### src/rtl/pb_debug_bram_mux.sv
`timescale 1ns/1ps
`default_nettype none
// ============================================================================
//  Module      : pb_debug_bram_mux
//  Description : Host-to-PicoBlaze debug access engine. Serialises single-word
//                read/write transactions from one host port onto N program
//                BRAM debug ports, with broadcast write, optional channel
//                order reversal, registered readback and per-core reset
//                stretching.
//  Ports       : jtag_clk/jtag_rst_n  clock, async active-low reset
//                host_*               host transaction port (req/busy/ack)
//                host_rst_req         per-channel core reset request
//                pb_en/we/addr/din    shared BRAM debug write/read bus
//                pb_dout              concatenated BRAM read data
//                pb_rst               per-core stretched reset
//  Revision    : 1.0  initial release
// ============================================================================
module pb_debug_bram_mux #(
    parameter int C_NUM_PICOBLAZE    = 8,
    parameter int BRAM_ADDRESS_WIDTH = 10,
    parameter int DATA_WIDTH         = 18,
    parameter int REVERSE_ORDER      = 1,
    parameter int RST_HOLD_CYCLES    = 4,
    localparam int SEL_W = (C_NUM_PICOBLAZE > 1) ? $clog2(C_NUM_PICOBLAZE) : 1
) (
    input  logic                                  jtag_clk,
    input  logic                                  jtag_rst_n,
    input  logic                                  host_req,
    input  logic                                  host_we,
    input  logic                                  host_bcast,
    input  logic [SEL_W-1:0]                      host_sel,
    input  logic [BRAM_ADDRESS_WIDTH-1:0]         host_addr,
    input  logic [DATA_WIDTH-1:0]                 host_wdata,
    output logic                                  host_busy,
    output logic                                  host_ack,
    output logic                                  host_err,
    output logic [DATA_WIDTH-1:0]                 host_rdata,
    input  logic [C_NUM_PICOBLAZE-1:0]            host_rst_req,
    output logic [C_NUM_PICOBLAZE-1:0]            pb_en,
    output logic                                  pb_we,
    output logic [BRAM_ADDRESS_WIDTH-1:0]         pb_addr,
    output logic [DATA_WIDTH-1:0]                 pb_din,
    input  logic [C_NUM_PICOBLAZE*DATA_WIDTH-1:0] pb_dout,
    output logic [C_NUM_PICOBLAZE-1:0]            pb_rst
);

    localparam int N  = C_NUM_PICOBLAZE;
    localparam int AW = BRAM_ADDRESS_WIDTH;
    localparam int DW = DATA_WIDTH;

    localparam logic [SEL_W-1:0] C_LAST_SEL  = SEL_W'(N - 1);
    localparam logic [N-1:0]     C_ONE       = N'(1);
    localparam logic [7:0]       C_HOLD_LOAD = 8'(RST_HOLD_CYCLES);

    localparam logic [1:0] C_ST_IDLE  = 2'd0;
    localparam logic [1:0] C_ST_ISSUE = 2'd1;
    localparam logic [1:0] C_ST_WAIT  = 2'd2;
    localparam logic [1:0] C_ST_RESP  = 2'd3;

    logic [1:0]       r_state;
    logic [1:0]       w_state_nxt;

    // Transaction fields latched on acceptance so the host may change its
    // inputs while the transaction is in flight.
    logic             r_we;
    logic             r_bcast;
    logic [SEL_W-1:0] r_sel;
    logic [AW-1:0]    r_addr;
    logic [DW-1:0]    r_wdata;

    logic             w_illegal;
    logic [SEL_W-1:0] w_phys;
    logic [DW-1:0]    w_slice;

    logic             w_busy_nxt;
    logic             w_ack_nxt;
    logic             w_err_nxt;
    logic [DW-1:0]    w_rdata_nxt;
    logic [N-1:0]     w_en_nxt;
    logic             w_we_nxt;
    logic [AW-1:0]    w_addr_nxt;
    logic [DW-1:0]    w_din_nxt;

    // A select beyond the last core, or a broadcast read, is rejected: the
    // FSM still walks ISSUE/RESP but no port is ever enabled.
    assign w_illegal = (r_sel > C_LAST_SEL) || (r_bcast && !r_we);
    assign w_phys    = (REVERSE_ORDER != 0) ? (C_LAST_SEL - r_sel) : r_sel;

    always_comb begin
        w_slice = '0;
        for (int p = 0; p < N; p++) begin
            if (w_phys == SEL_W'(p)) begin
                w_slice = pb_dout[p*DW +: DW];
            end
        end
    end

    // State register and registered outputs
    always_ff @(posedge jtag_clk or negedge jtag_rst_n) begin
        if (!jtag_rst_n) begin
            r_state    <= C_ST_IDLE;
            r_we       <= 1'b0;
            r_bcast    <= 1'b0;
            r_sel      <= '0;
            r_addr     <= '0;
            r_wdata    <= '0;
            host_busy  <= 1'b0;
            host_ack   <= 1'b0;
            host_err   <= 1'b0;
            host_rdata <= '0;
            pb_en      <= '0;
            pb_we      <= 1'b0;
            pb_addr    <= '0;
            pb_din     <= '0;
        end else begin
            r_state <= w_state_nxt;
            if ((r_state == C_ST_IDLE) && host_req) begin
                r_we    <= host_we;
                r_bcast <= host_bcast;
                r_sel   <= host_sel;
                r_addr  <= host_addr;
                r_wdata <= host_wdata;
            end
            host_busy  <= w_busy_nxt;
            host_ack   <= w_ack_nxt;
            host_err   <= w_err_nxt;
            host_rdata <= w_rdata_nxt;
            pb_en      <= w_en_nxt;
            pb_we      <= w_we_nxt;
            pb_addr    <= w_addr_nxt;
            pb_din     <= w_din_nxt;
        end
    end

    // Next-state logic
    always_comb begin
        w_state_nxt = r_state;
        case (r_state)
            C_ST_IDLE:  if (host_req) w_state_nxt = C_ST_ISSUE;
            // Only a legal read needs the extra cycle for BRAM read latency.
            C_ST_ISSUE: w_state_nxt = (r_we || w_illegal) ? C_ST_RESP : C_ST_WAIT;
            C_ST_WAIT:  w_state_nxt = C_ST_RESP;
            C_ST_RESP:  w_state_nxt = C_ST_IDLE;
            default:    w_state_nxt = C_ST_IDLE;
        endcase
    end

    // Output logic: values loaded into the output registers at the next edge
    always_comb begin
        w_busy_nxt  = host_busy;
        w_ack_nxt   = 1'b0;
        w_err_nxt   = 1'b0;
        w_rdata_nxt = host_rdata;
        w_en_nxt    = '0;
        w_we_nxt    = 1'b0;
        w_addr_nxt  = pb_addr;
        w_din_nxt   = pb_din;
        case (r_state)
            C_ST_IDLE: begin
                if (host_req) w_busy_nxt = 1'b1;
            end
            C_ST_ISSUE: begin
                w_addr_nxt = r_addr;
                w_din_nxt  = r_wdata;
                w_we_nxt   = r_we && !w_illegal;
                if (!w_illegal) begin
                    w_en_nxt = r_bcast ? '1 : (C_ONE << w_phys);
                end
            end
            C_ST_RESP: begin
                w_busy_nxt  = 1'b0;
                w_ack_nxt   = 1'b1;
                w_err_nxt   = w_illegal;
                w_rdata_nxt = w_illegal ? '0 : w_slice;
            end
            default: begin
            end
        endcase
    end

    // Per-core reset stretching, fully independent of the access FSM
    logic [N-1:0] w_rst_req_phys;
    logic [7:0]   r_hold_cnt [N];

    for (genvar p = 0; p < N; p++) begin : g_rst_map
        localparam int C_CH = (REVERSE_ORDER != 0) ? (N - 1 - p) : p;
        assign w_rst_req_phys[p] = host_rst_req[C_CH];
    end

    always_ff @(posedge jtag_clk or negedge jtag_rst_n) begin
        if (!jtag_rst_n) begin
            for (int p = 0; p < N; p++) begin
                r_hold_cnt[p] <= C_HOLD_LOAD;
            end
            pb_rst <= '1;
        end else begin
            for (int p = 0; p < N; p++) begin
                if (w_rst_req_phys[p]) begin
                    r_hold_cnt[p] <= C_HOLD_LOAD;
                    pb_rst[p]     <= 1'b1;
                end else if (r_hold_cnt[p] != 8'd0) begin
                    r_hold_cnt[p] <= r_hold_cnt[p] - 8'd1;
                    pb_rst[p]     <= 1'b1;
                end else begin
                    pb_rst[p]     <= 1'b0;
                end
            end
        end
    end

endmodule
`default_nettype wire

### config.mk
export PLATFORM = sky130hd
export DESIGN_NAME = pb_debug_bram_mux
export DESIGN_NICKNAME = d
export VERILOG_FILES = /design/src/rtl/pb_debug_bram_mux.sv
export SDC_FILE = /design/constraint.sdc
export NUM_CORES = 1
export LEC_CHECK = 0
export CORE_MARGIN = 10
export CORE_UTILIZATION = 38
export DETAILED_ROUTE_END_ITERATION = 8
export GPL_TIMING_DRIVEN = 0
export HOLD_SLACK_MARGIN = 0.15
export PLACE_DENSITY_LB_ADDON = 0.25
export SYNTH_ARGS = -nofsm -noshare
export SYNTH_HDL_FRONTEND = slang
export SYNTH_SLANG_ARGS = --single-unit
### constraint.sdc
create_clock -name jtag_clk -period 2.5 [get_ports jtag_clk]
set_clock_uncertainty 0.1 [all_clocks]
set_input_delay 0.5 -clock jtag_clk [delete_from_list [all_inputs] [get_ports jtag_clk]]
set_output_delay 0.5 -clock jtag_clk [all_outputs]
set_load 0.03 [all_outputs]
# Word level (Yosys, flattened, before mapping)
# Cells that the tools add are included.
# word_totals
in_bits	188
word_cells	124
ff_bits	165
out_inout_bits	66
# classes
eq_ne	11
order_cmp	1
reduce_logical	27
n_addsub	9
shifts	1
mux	52
# op_table
operator	count
18-bit two-way mux	9
8-bit two-way mux	19
8-bit nonzero test	8
8-bit by 1-bit subtractor with 8-bit output, second input constant	8
1-bit two-way mux	21
2-bit nonzero test	9
3-bit == test, second input constant	4
2-bit one-hot mux with 4 select lines	1
1-bit by 3-bit left shift with 8-bit output, first input constant	1
3-bit by 2-bit == test with 1-bit output, second input constant	2
2-bit == test, second input constant	2
3-bit by 1-bit == test with 1-bit output, second input constant	1
3-bit > comparator, second input constant	1
1-bit logical AND	3
3-bit zero test	1
3-bit subtractor, first input constant	1
2-bit by 1-bit == test with 1-bit output, second input constant	1
1-bit zero test	2
2-bit zero test	1
1-bit logical OR	2
2-bit two-way mux	1
2-bit inequality test, second input constant	1
1-bit one-hot mux with 2 select lines	1
2-bit AND reduction	1

# Longest topological paths before layout
# Gate-level depths: netlist of the first run.
# depth
word_depth	11
depth_mapped	7
ltp_nobuf	6

# Worst setup path after synthesis of the first run
# OpenSTA, ideal clock, no wires.
# synth_timing
path_kind	reg-to-reg
from	reg r_hold_cnt[24] (netlist name)
to	reg r_hold_cnt[30] (netlist name)
setup_ns	0.078
t_arrival_ns	1.724
path_buffers	0
period_less_slack_ns	1.902
required_ns	2.322
slack_ns	0.598
stages_incl_launch_ff	6
cell_sequence	dfrtp_1 -> inv_1 -> ha_1 -> or4b_4 -> or4b_1 -> a21oi_1
# synth_between
elab_chain_cells	3
word_cells_on_any_way	5
classes_between	add/sub (1); mux (2); reduce/logical (2)
# synth_rtl
element	line	rtl
start, declared	183	logic [7:0] r_hold_cnt [N];
start signal, assigned by index	202	r_hold_cnt[p] <= r_hold_cnt[p] - 8'd1;
8-bit by 1-bit subtractor with 8-bit output	202	
8-bit two-way mux	201	end else if (r_hold_cnt[p] != 8'd0) begin
8-bit two-way mux	198	if (w_rst_req_phys[p]) begin
# Parallel ways exist; a longest one is shown, timed or not. The select of a mux whose other input is x is not followed.
# A chain may end at the register's enable or synchronous reset.

# Worst setup path after layout of the first run
# layout_timing
from	reg r_state[1]
to	reg pb_addr[4]
# layout_between
elab_chain_cells	1
# layout_rtl
element	line	rtl
start, declared	60	logic [1:0] r_state;
start signal, assigned	116	r_state <= w_state_nxt;
2-bit by 1-bit == test with 1-bit output	158	case (r_state)
end signal, assigned	130	pb_addr <= w_addr_nxt;
end, declared	41	output logic [BRAM_ADDRESS_WIDTH-1:0] pb_addr,
# Every way passes these cells.

==> summary.txt, run 1 <==
Power and ir drop
  – Net switching power: around 0.0055 W
  – Lkg Pwr: 5.00 nW
  – Max IR drop VDD: about 0.70 mV
  – Switch share: between 30% and 40%
  – Combinational share of power: between 40% and 50%
  – PwrDens: 1220 nW/um^2
  – Clock Power Share: about a fifth
  – Sequential Power Share: between 30% and 40%
  – Cell internal pwr: between 0.008 and 0.009 W

Worst hold path
  – Hold Path Sink: r_hold_cnt[55]
  – Hold WC Path Type: in -> reg
  – HP Start: host_rst_req[6]
  – Hold depth: 2

Global routing
  – Tot GR Track Use: approximately 17%
  – Remaining Overflow, GRT: 0
  – Initial antenna violation count: 1
  – First-pass GRT wire length: about 38000 um
  – Vias in the first global route: between 6000 and 7000
  – Pin count of the biggest net entering global routing: just under 90

Die
  – Core Area: 21200 sq um
  – Row cnt: 53
  – Die Height: 167 um
  – Initial Utilization: 38.8%
  – Die span in x: roughly 170 um
  – Die area: between 20000 and 30000 sq um
  – Top Ports: approximately 250

Cells and area
  – Non-Filler Instances: 1309
  – Fillers: 1883
  – Area of the multi-input gates: between 3000 and 4000 sq um
  – P&R area growth vs syn: 42.1%
  – Layout cell share with drive strength beyond 1: a little over an eighth
  – Util after Layout: roughly 55%
  – Most common cell after layout, fill and taps aside: clkdlybuf4s50_1
  – Sequential cell area: 4150 sq um
  – Final #Nets: 1219
  – Design Area, Final: around 12000 sq um
  – Most frequent cells in the layout: clkdlybuf4s50_1, dfrtp_1, mux2i_1, nor2_1, mux2_2

Logic synthesis
  – Post-synthesis xor/xnor area fraction: 1.92%
  – Synth Area in Adders: under 10%
  – Yosys Warn Count: 0
  – Number of enable flip-flop cells after synthesis: 0
  – Largest family of logic cells by synthesized area: multiplexers
  – #FFs+latches synth: roughly 170
  – Synthesized net count: 953
  – Compound-Gate Fraction of Synth Area: approximately 11%
  – Netlist cell types: 46
  – Syn avg cell area: between 10 and 15 sq um
  – Simple logic cell fraction of the synthesized area: between 10 and 15%
  – Register area share after synthesis: between 50% and 60%
  – Synth Instances: about 750
  – Synth async-reset ratio: 100%
  – Main synth FF type: dfrtp_1
  – Post-synthesis cell area: a little over 8000 sq um
  – Post-synthesis mux area share: approximately 18%

Status
  – Status: finished clean

Timing
  – Post-layout min period: approximately 2.3 ns
  – Measured slew at the worst slew-check pin: about 0.75 ns
  – Max Fclk: between 0.4 and 0.5 GHz
  – Final hold vios: 0
  – Final Max Slew Viols: 0
  – Final setup vio count: 0
  – RSZ-0062 raised after global routing: false
  – Fin worst setup slack: between 0.2 and 0.25 ns
  – Max_slew headroom: between 40% and 50%
  – Fin Hold WS: 0.339 ns
  – Final period util: 91.8%

Critical path
  – CP Launch Type: flip-flop
  – CP top delay family: buffers and inverters
  – CP max-delay cell: clkbuf_1
  – Worst R2R End: pb_addr[4]
  – Required @ worst endpoint: roughly 2.7 ns
  – Maximum fanout along the worst path: 10
  – Critical setup path kind: reg -> reg
  – FF-to-FF setup slack: roughly 0.20 ns
  – Setup crit end kind: flip-flop
  – R2r worst-path depth: 5
  – Worst EP arrival: approximately 2.5 ns
  – Slowest stage delay, CP: around 0.52 ns
  – Crit path cell chain: inv_1, ha_1, clkbuf_1, buf_1, mux2_2
  – RR Startpoint: r_state[1]
  – Buf/Inv on CP: 3

Routing
  – Average wire per standard cell: 18.6 um
  – Total routed wirelength: roughly 24000 um
  – Remaining antenna violation count: 0
  – DRC viols: 0
  – Vias per std cell: between 5 and 6
  – Vias: around 6600
  – DRT Pass-1 Iters: 4
  – Drt first-iter violations: roughly 330

Clock tree
  – Clock Latency Late Sink: roughly 0.42 ns
  – Clock root cell: clkbuf_16
  – CTS H-tree lvls: 4
  – CTS Buf Count: 17
  – CTS tree: built
  – # clock sinks: approximately 170
  – Post-CTS Setup Bufs: 0
  – CTS clk-pin slew, worst paths: around 0.060 ns
  – Clock Tree Buf Depth: 2

Place
  – DPL Wire Length: ~19000 um
  – Placed insts: around 1300
  – I/O Buffers: around 250
  – DP Area: 11000 sq um
  – GPL Wtd Cong: roughly 0.82
  – Pre-CTS setup slack: 0.0750 ns

Job
  – Max Cap Viol: 0
[cell type report]
class | count | area share, %
Buffer | 39 | 1.37
Clock buffer | 21 | 3.95
Multi-Input combinational cell | 522 | 32.5
Timing Repair Buffer | 247 | 21.4
Clock inverter | 11 | 1.29
Antenna cell | 1 | 0.0215
Inverter | 28 | 0.902
Sequential cell | 165 | 35.6
Tap cell | 275 | 2.95
[power groups by stage]
stage               logic, W  registers, W  clock network (W)
floorplan            0.00389       0.00537                  0
global placement     0.00693       0.00462                  0
detailed placement   0.00705       0.00465                  0
CTS                  0.00708       0.00462            0.00277
global route         0.00763       0.00477            0.00290
finish               0.00697       0.00461            0.00268
[routing by layer]
metal  up-vias  GRT usage (%)  routed length, um
met5         -              0                  0
met2       202           29.4              12100
met4         0           4.89                422
met1      3197           20.6              10400
met3        25           4.21               1400
li1       3217              -                  -
[synthesized netlist by cell type (4+ instances only)]
cell type	n	area [sq um]
a211o_1	6	52.6
dfstp_2	16	420
nand3b_1	4	30.0
or3_1	4	25.0
a2bb2oi_1	17	149
xnor2_1	12	105
nand3_1	5	25.0
buf_1	10	37.5
nor2b_1	8	50.1
ha_1	11	138
nand2_1	43	161
a211oi_1	13	97.6
xor2_1	6	52.6
o22ai_1	17	106
nor4_1	8	50.1
a21oi_1	30	150
nand2b_1	14	87.6
o21a_1	6	45.0
mux2_2	63	709
inv_1	27	101
or4b_1	4	40.0
and2_1	5	31.3
o31ai_1	11	82.6
o21ai_0	31	155
buf_2	11	55.1
nor3b_1	5	37.5
or4_4	4	45.0
nor2_1	76	285
or2_2	5	31.3
dfrtp_1	149	3730
clkbuf_1	18	67.6
mux2i_1	79	791
nor3_1	13	65.1
[registers in the layout, indices dropped and copies added (netlist names), 2 cells and up]
name        flops
host_rdata     18
pb_addr        10
pb_din         18
pb_en           8
pb_rst          8
r_addr         10
r_hold_cnt     64
r_sel           3
r_state         2
r_wdata        18
[cells by family (layout without fill, tap and decap cells)]
group | Yosys count | after routing
AO/OA/AOI/OAI | 136 | 136
XOR/XNOR | 18 | 18
adder cells (fa/ha/maj) | 11 | 11
buffers and inverters | 67 | 346
flip-flops | 165 | 165
multiplexers | 142 | 142
other | 0 | 1
AND/OR/NAND/NOR | 215 | 215
[stage by stage]
step / total power [W] / TNS, ns
after global routing: 0.0153 / 0
after floorplan: 0.00927 / 0
after detailed placement: 0.0117 / 0
after CTS: 0.0145 / 0
final: 0.0143 / 0
after global placement: 0.0115 / -982.42
[timing repair]
action,CTS,global route
hold buffers,1,0
gates resized for setup,0,0
endpoints found under the hold margin,76,0
[how the worst max path moves through the flow]
stage,slack [ns],from,cells past startpoint,to
final,0.20,r_state[1],5,pb_addr[4]
after detailed placement,0.08,host_req,4,r_wdata[10]
after floorplan,0.60,r_hold_cnt[24],5,r_hold_cnt[30]
after CTS,0.07,r_state[1],5,pb_addr[4]
after global routing,0.01,r_state[1],5,pb_addr[0]
after global placement,-6.18,jtag_rst_n,1,r_hold_cnt[29]
(Power assumes the default switching activity.)
==> inputs of run 2 (changes only) <==
--- a/config.mk
+++ b/config.mk
@@ -10,6 +10,7 @@
 export DETAILED_ROUTE_END_ITERATION = 8
 export GPL_TIMING_DRIVEN = 0
 export HOLD_SLACK_MARGIN = 0.15
+export MAX_ROUTING_LAYER = met4
 export PLACE_DENSITY_LB_ADDON = 0.25
 export SYNTH_ARGS = -nofsm -noshare
 export SYNTH_HDL_FRONTEND = slang
==> constraint.sdc (replaced) <==
create_clock -name jtag_clk -period 1.9 [get_ports jtag_clk]
set_clock_uncertainty 0.1 [all_clocks]
set_input_delay 0.38 -clock jtag_clk [delete_from_list [all_inputs] [get_ports jtag_clk]]
set_output_delay 0.38 -clock jtag_clk [all_outputs]
set_load 0.03 [all_outputs]
==> run 2 against run 1 <==
Effect of this change: the flow now finishes with violations (setup timing); combinational power is 31% higher; global-route usage is 0.52 points higher; hold slack worse by 0.12 ns; die area stayed put; routed wire length is 0.22% higher; sequential power is 33% higher; fmax is 20% higher; non-clock buffer count is 7 higher; clock power is 40% higher.
==> summary.txt, run 2 (same netlist as run 1, synthesis figures left out) <==
Status
  – Status: complete, but fails checks (was finished clean)
  – Failing checks: setup timing

Routing
  – Vias: 6653 (was 6641)
  – Drt first-iter violations: 333 (was 331)
  – Total routed wirelength: 24300 um (about the same)
  – Top layer in use: met4 (unchanged)
  – WL met3: 1560 um (was 1400 um)
  – Average wire per standard cell: 18.5 um (was 18.6 um)
  – Vias per std cell: 5.06 (was 5.07)
  – Remaining antenna violation count: 0 (unchanged)
  – DRC viols: 0 (unchanged)
  – DRT Pass-1 Iters: 4 (unchanged)
  – Wire length on met2: 11900 um (was 12100 um)
  – M1 WL: 10500 um (was 10400 um)

Power and ir drop
  – Sequential Power Share: 32.3% (about the same)
  – Cell internal pwr: 0.0115 W (was 0.00873 W)
  – Switch share: 39.4% (was 38.8%)
  – Lkg Pwr: 5.28 nW (was 5.00 nW)
  – Net switching power: 0.00750 W (was 0.00554 W)
  – Combinational share of power: 48.1% (was 48.9%)
  – Max IR drop VDD: 0.787 mV (was 0.701 mV)
  – PwrDens: 1610 nW/um^2 (was 1220 nW/um^2)
  – Clock Power Share: 19.7% (was 18.8%)

Cells and area
  – Util after Layout: 56.0% (was 55.1%)
  – Layout cell share with drive strength beyond 1: 18.1% (was 13.4%)
  – Final #Nets: 1226 (was 1219)
  – Largest register FFs: 64 (unchanged)
  – Register with the most flip-flops: r_hold_cnt (unchanged)
  – P&R area growth vs syn: 44.3% (was 42.1%)
  – Fillers: 1896 (was 1883)
  – Most frequent cells in the layout: clkdlybuf4s50_1, dfrtp_1, mux2i_1, nor2_1, dlygate4sd2_1 (was clkdlybuf4s50_1, dfrtp_1, mux2i_1, nor2_1, mux2_2)
  – Most common cell after layout, fill and taps aside: clkdlybuf4s50_1 (unchanged)

Global routing
  – First-pass GRT wire length: 38400 um (about the same)
  – Initial antenna violation count: 0 (was 1)
  – Vias in the first global route: 6781 (was 6861)
  – Tot GR Track Use: 17.6% (was 17.1%)
  – Pin count of the biggest net entering global routing: 96 (was 88)
  – Remaining Overflow, GRT: 0 (unchanged)

Die
  – Die span in x: 167 um (unchanged)
  – Row cnt: 53 (unchanged)
  – Core Area: 21200 sq um (unchanged)
  – Die area: 27900 sq um (unchanged)
  – Top Ports: 254 (unchanged)
  – Initial Utilization: 38.8% (unchanged)
  – Die Height: 167 um (unchanged)

Clock tree
  – CTS clk-pin slew, worst paths: 0.07 ns (was 0.06 ns)
  – CTS Buf Count: 17 (unchanged)
  – Clock root cell: clkbuf_16 (unchanged)
  – # clock sinks: 165 (unchanged)
  – Clock Latency Late Sink: 0.42 ns (about the same)
  – CTS tree: built (unchanged)
  – Clock Tree Buf Depth: 2 (unchanged)
  – CTS H-tree lvls: 4 (unchanged)

Timing
  – Max_slew headroom: 61.4% (was 49.9%)
  – Final Max Slew Viols: 0 (unchanged)
  – Fin Hold WS: 0.214 ns (was 0.339 ns)
  – Fin worst setup slack: -0.0145 ns (was 0.205 ns)
  – Post-layout min period: 1.91 ns (was 2.30 ns)
  – Final hold vios: 0 (unchanged)
  – Final setup vio count: 1 (was 0)
  – Measured slew at the worst slew-check pin: 0.579 ns (was 0.751 ns)
  – Final period util: 101% (was 91.8%)
  – Max Fclk: 0.522 GHz (was 0.436 GHz)
  – RSZ-0062 raised after global routing: true (was false)

Critical path
  – Required @ worst endpoint: 2.15 ns (was 2.71 ns)
  – Worst EP arrival: 2.16 ns (was 2.50 ns)
  – Setup crit end kind: flip-flop (unchanged)
  – Slowest stage delay, CP: 0.52 ns (about the same)
  – Critical setup path kind: reg -> reg (unchanged)
  – CP max-delay cell: or4b_4 (was clkbuf_1)
  – Buf/Inv on CP: 1 (was 3)
  – Critical Path Most Common Cell: or4b_4
  – Maximum fanout along the worst path: 4 (was 10)
  – CP top delay family: simple AND/OR/NAND/NOR gates (was buffers and inverters)
  – Crit path cell chain: inv_2, ha_4, or4b_4, or4b_4, a21oi_2 (was inv_1, ha_1, clkbuf_1, buf_1, mux2_2)
  – CP Launch Type: flip-flop (unchanged)

Place
  – GPL Wtd Cong: 0.869 (was 0.819)
  – DPL Wire Length: 18500 um (was 18800 um)
  – I/O Buffers: 245 (unchanged)

Worst hold path
  – Hold WC Path Type: in -> reg (unchanged)

Job
  – Max Cap Viol: 0 (unchanged)
-- run 2: path summary, 6_finish.rpt --
check	from	endpoint	slack, ns	cells past startpoint
max	r_hold_cnt[25]	r_hold_cnt[30]	-0.01	5
min	host_rst_req[1]	r_hold_cnt[8]	0.21	2
max reg2reg	r_hold_cnt[25]	r_hold_cnt[30]	-0.01	5
min reg2reg	host_rdata[9]	host_rdata[9]	0.39	2
max in group asynchronous	jtag_rst_n	r_hold_cnt[58]	0.41	3
min in group asynchronous	jtag_rst_n	r_hold_cnt[30]	0.42	2
-- run 2: layout make-up --
class                           count  area (sq um)  area share, %
Multi-Input combinational cell    522          3900           32.9
Buffer                             34           200           1.69
Tap cell                          275           344           2.91
Timing Repair Buffer              259          2500           21.1
Sequential cell                   165          4150           35.0
Antenna cell                        1          2.50         0.0211
Inverter                           28           106          0.898
Clock buffer                       17           425           3.59
Clock inverter                     15           210           1.78
-- run 2: worst register-to-register path: stages (launching register included) --
cell and delay, ns:
dfrtp_1 0.40, inv_2 0.08, ha_4 0.14, or4b_4 0.46, or4b_4 0.52, a21oi_2 0.13
-- run 2: metal layers --
layer | GRT usage [%] | vias up
li1 | - | 3227
met1 | 20.6 | 3209
met2 | 29.1 | 195
met3 | 4.92 | 22
met4 | 4.66 | 0
met5 | - | -
-- run 2: stage by stage --
stage	area (sq um)	total power (W)	setup WS, ns	TNS, ns	cells
after floorplan	8210	0.0122	0.0136	0	754
after global placement	11000	0.0152	-6.61	-1074.36	1274
after detailed placement	11000	0.0154	-0.578	-20.39	1275
after CTS	11700	0.0190	0.00260	0	1314
after global routing	11800	0.0204	-0.0726	-0.129	1315
final	11800	0.0190	-0.0145	-0.0145	1316
-- run 2: what timing repair did --
| action | 4_1_cts | 5_1_grt |
|---|---|---|
| hold endpoints to repair | 68 | 0 |
| gates resized for setup | 96 | 31 |
| pin swaps | 3 | 4 |
| setup endpoints to repair | 158 | 82 |
| hold buffers | 1 | 0 |
| setup buffers | 9 | 3 |
-- run 2: power groups by stage --
stage	Sequential (W)	Clock (W)	Combinational [W]
global placement	0.00607	0	0.00913
CTS	0.00608	0.00385	0.00910
floorplan	0.00707	0	0.00513
global route	0.00637	0.00399	0.0100
detailed placement	0.00611	0	0.00924
finish	0.00614	0.00374	0.00915
==> inputs of run 3 (changes only) <==
--- a/config.mk
+++ b/config.mk
@@ -5,6 +5,7 @@
 export SDC_FILE = /design/constraint.sdc
 export NUM_CORES = 1
 export LEC_CHECK = 0
+export CAP_MARGIN = 20
 export CORE_MARGIN = 10
 export CORE_UTILIZATION = 38
 export DETAILED_ROUTE_END_ITERATION = 8
==> results of run 3 <==
Final layout, timing and power as in run 2 (identical DEF).
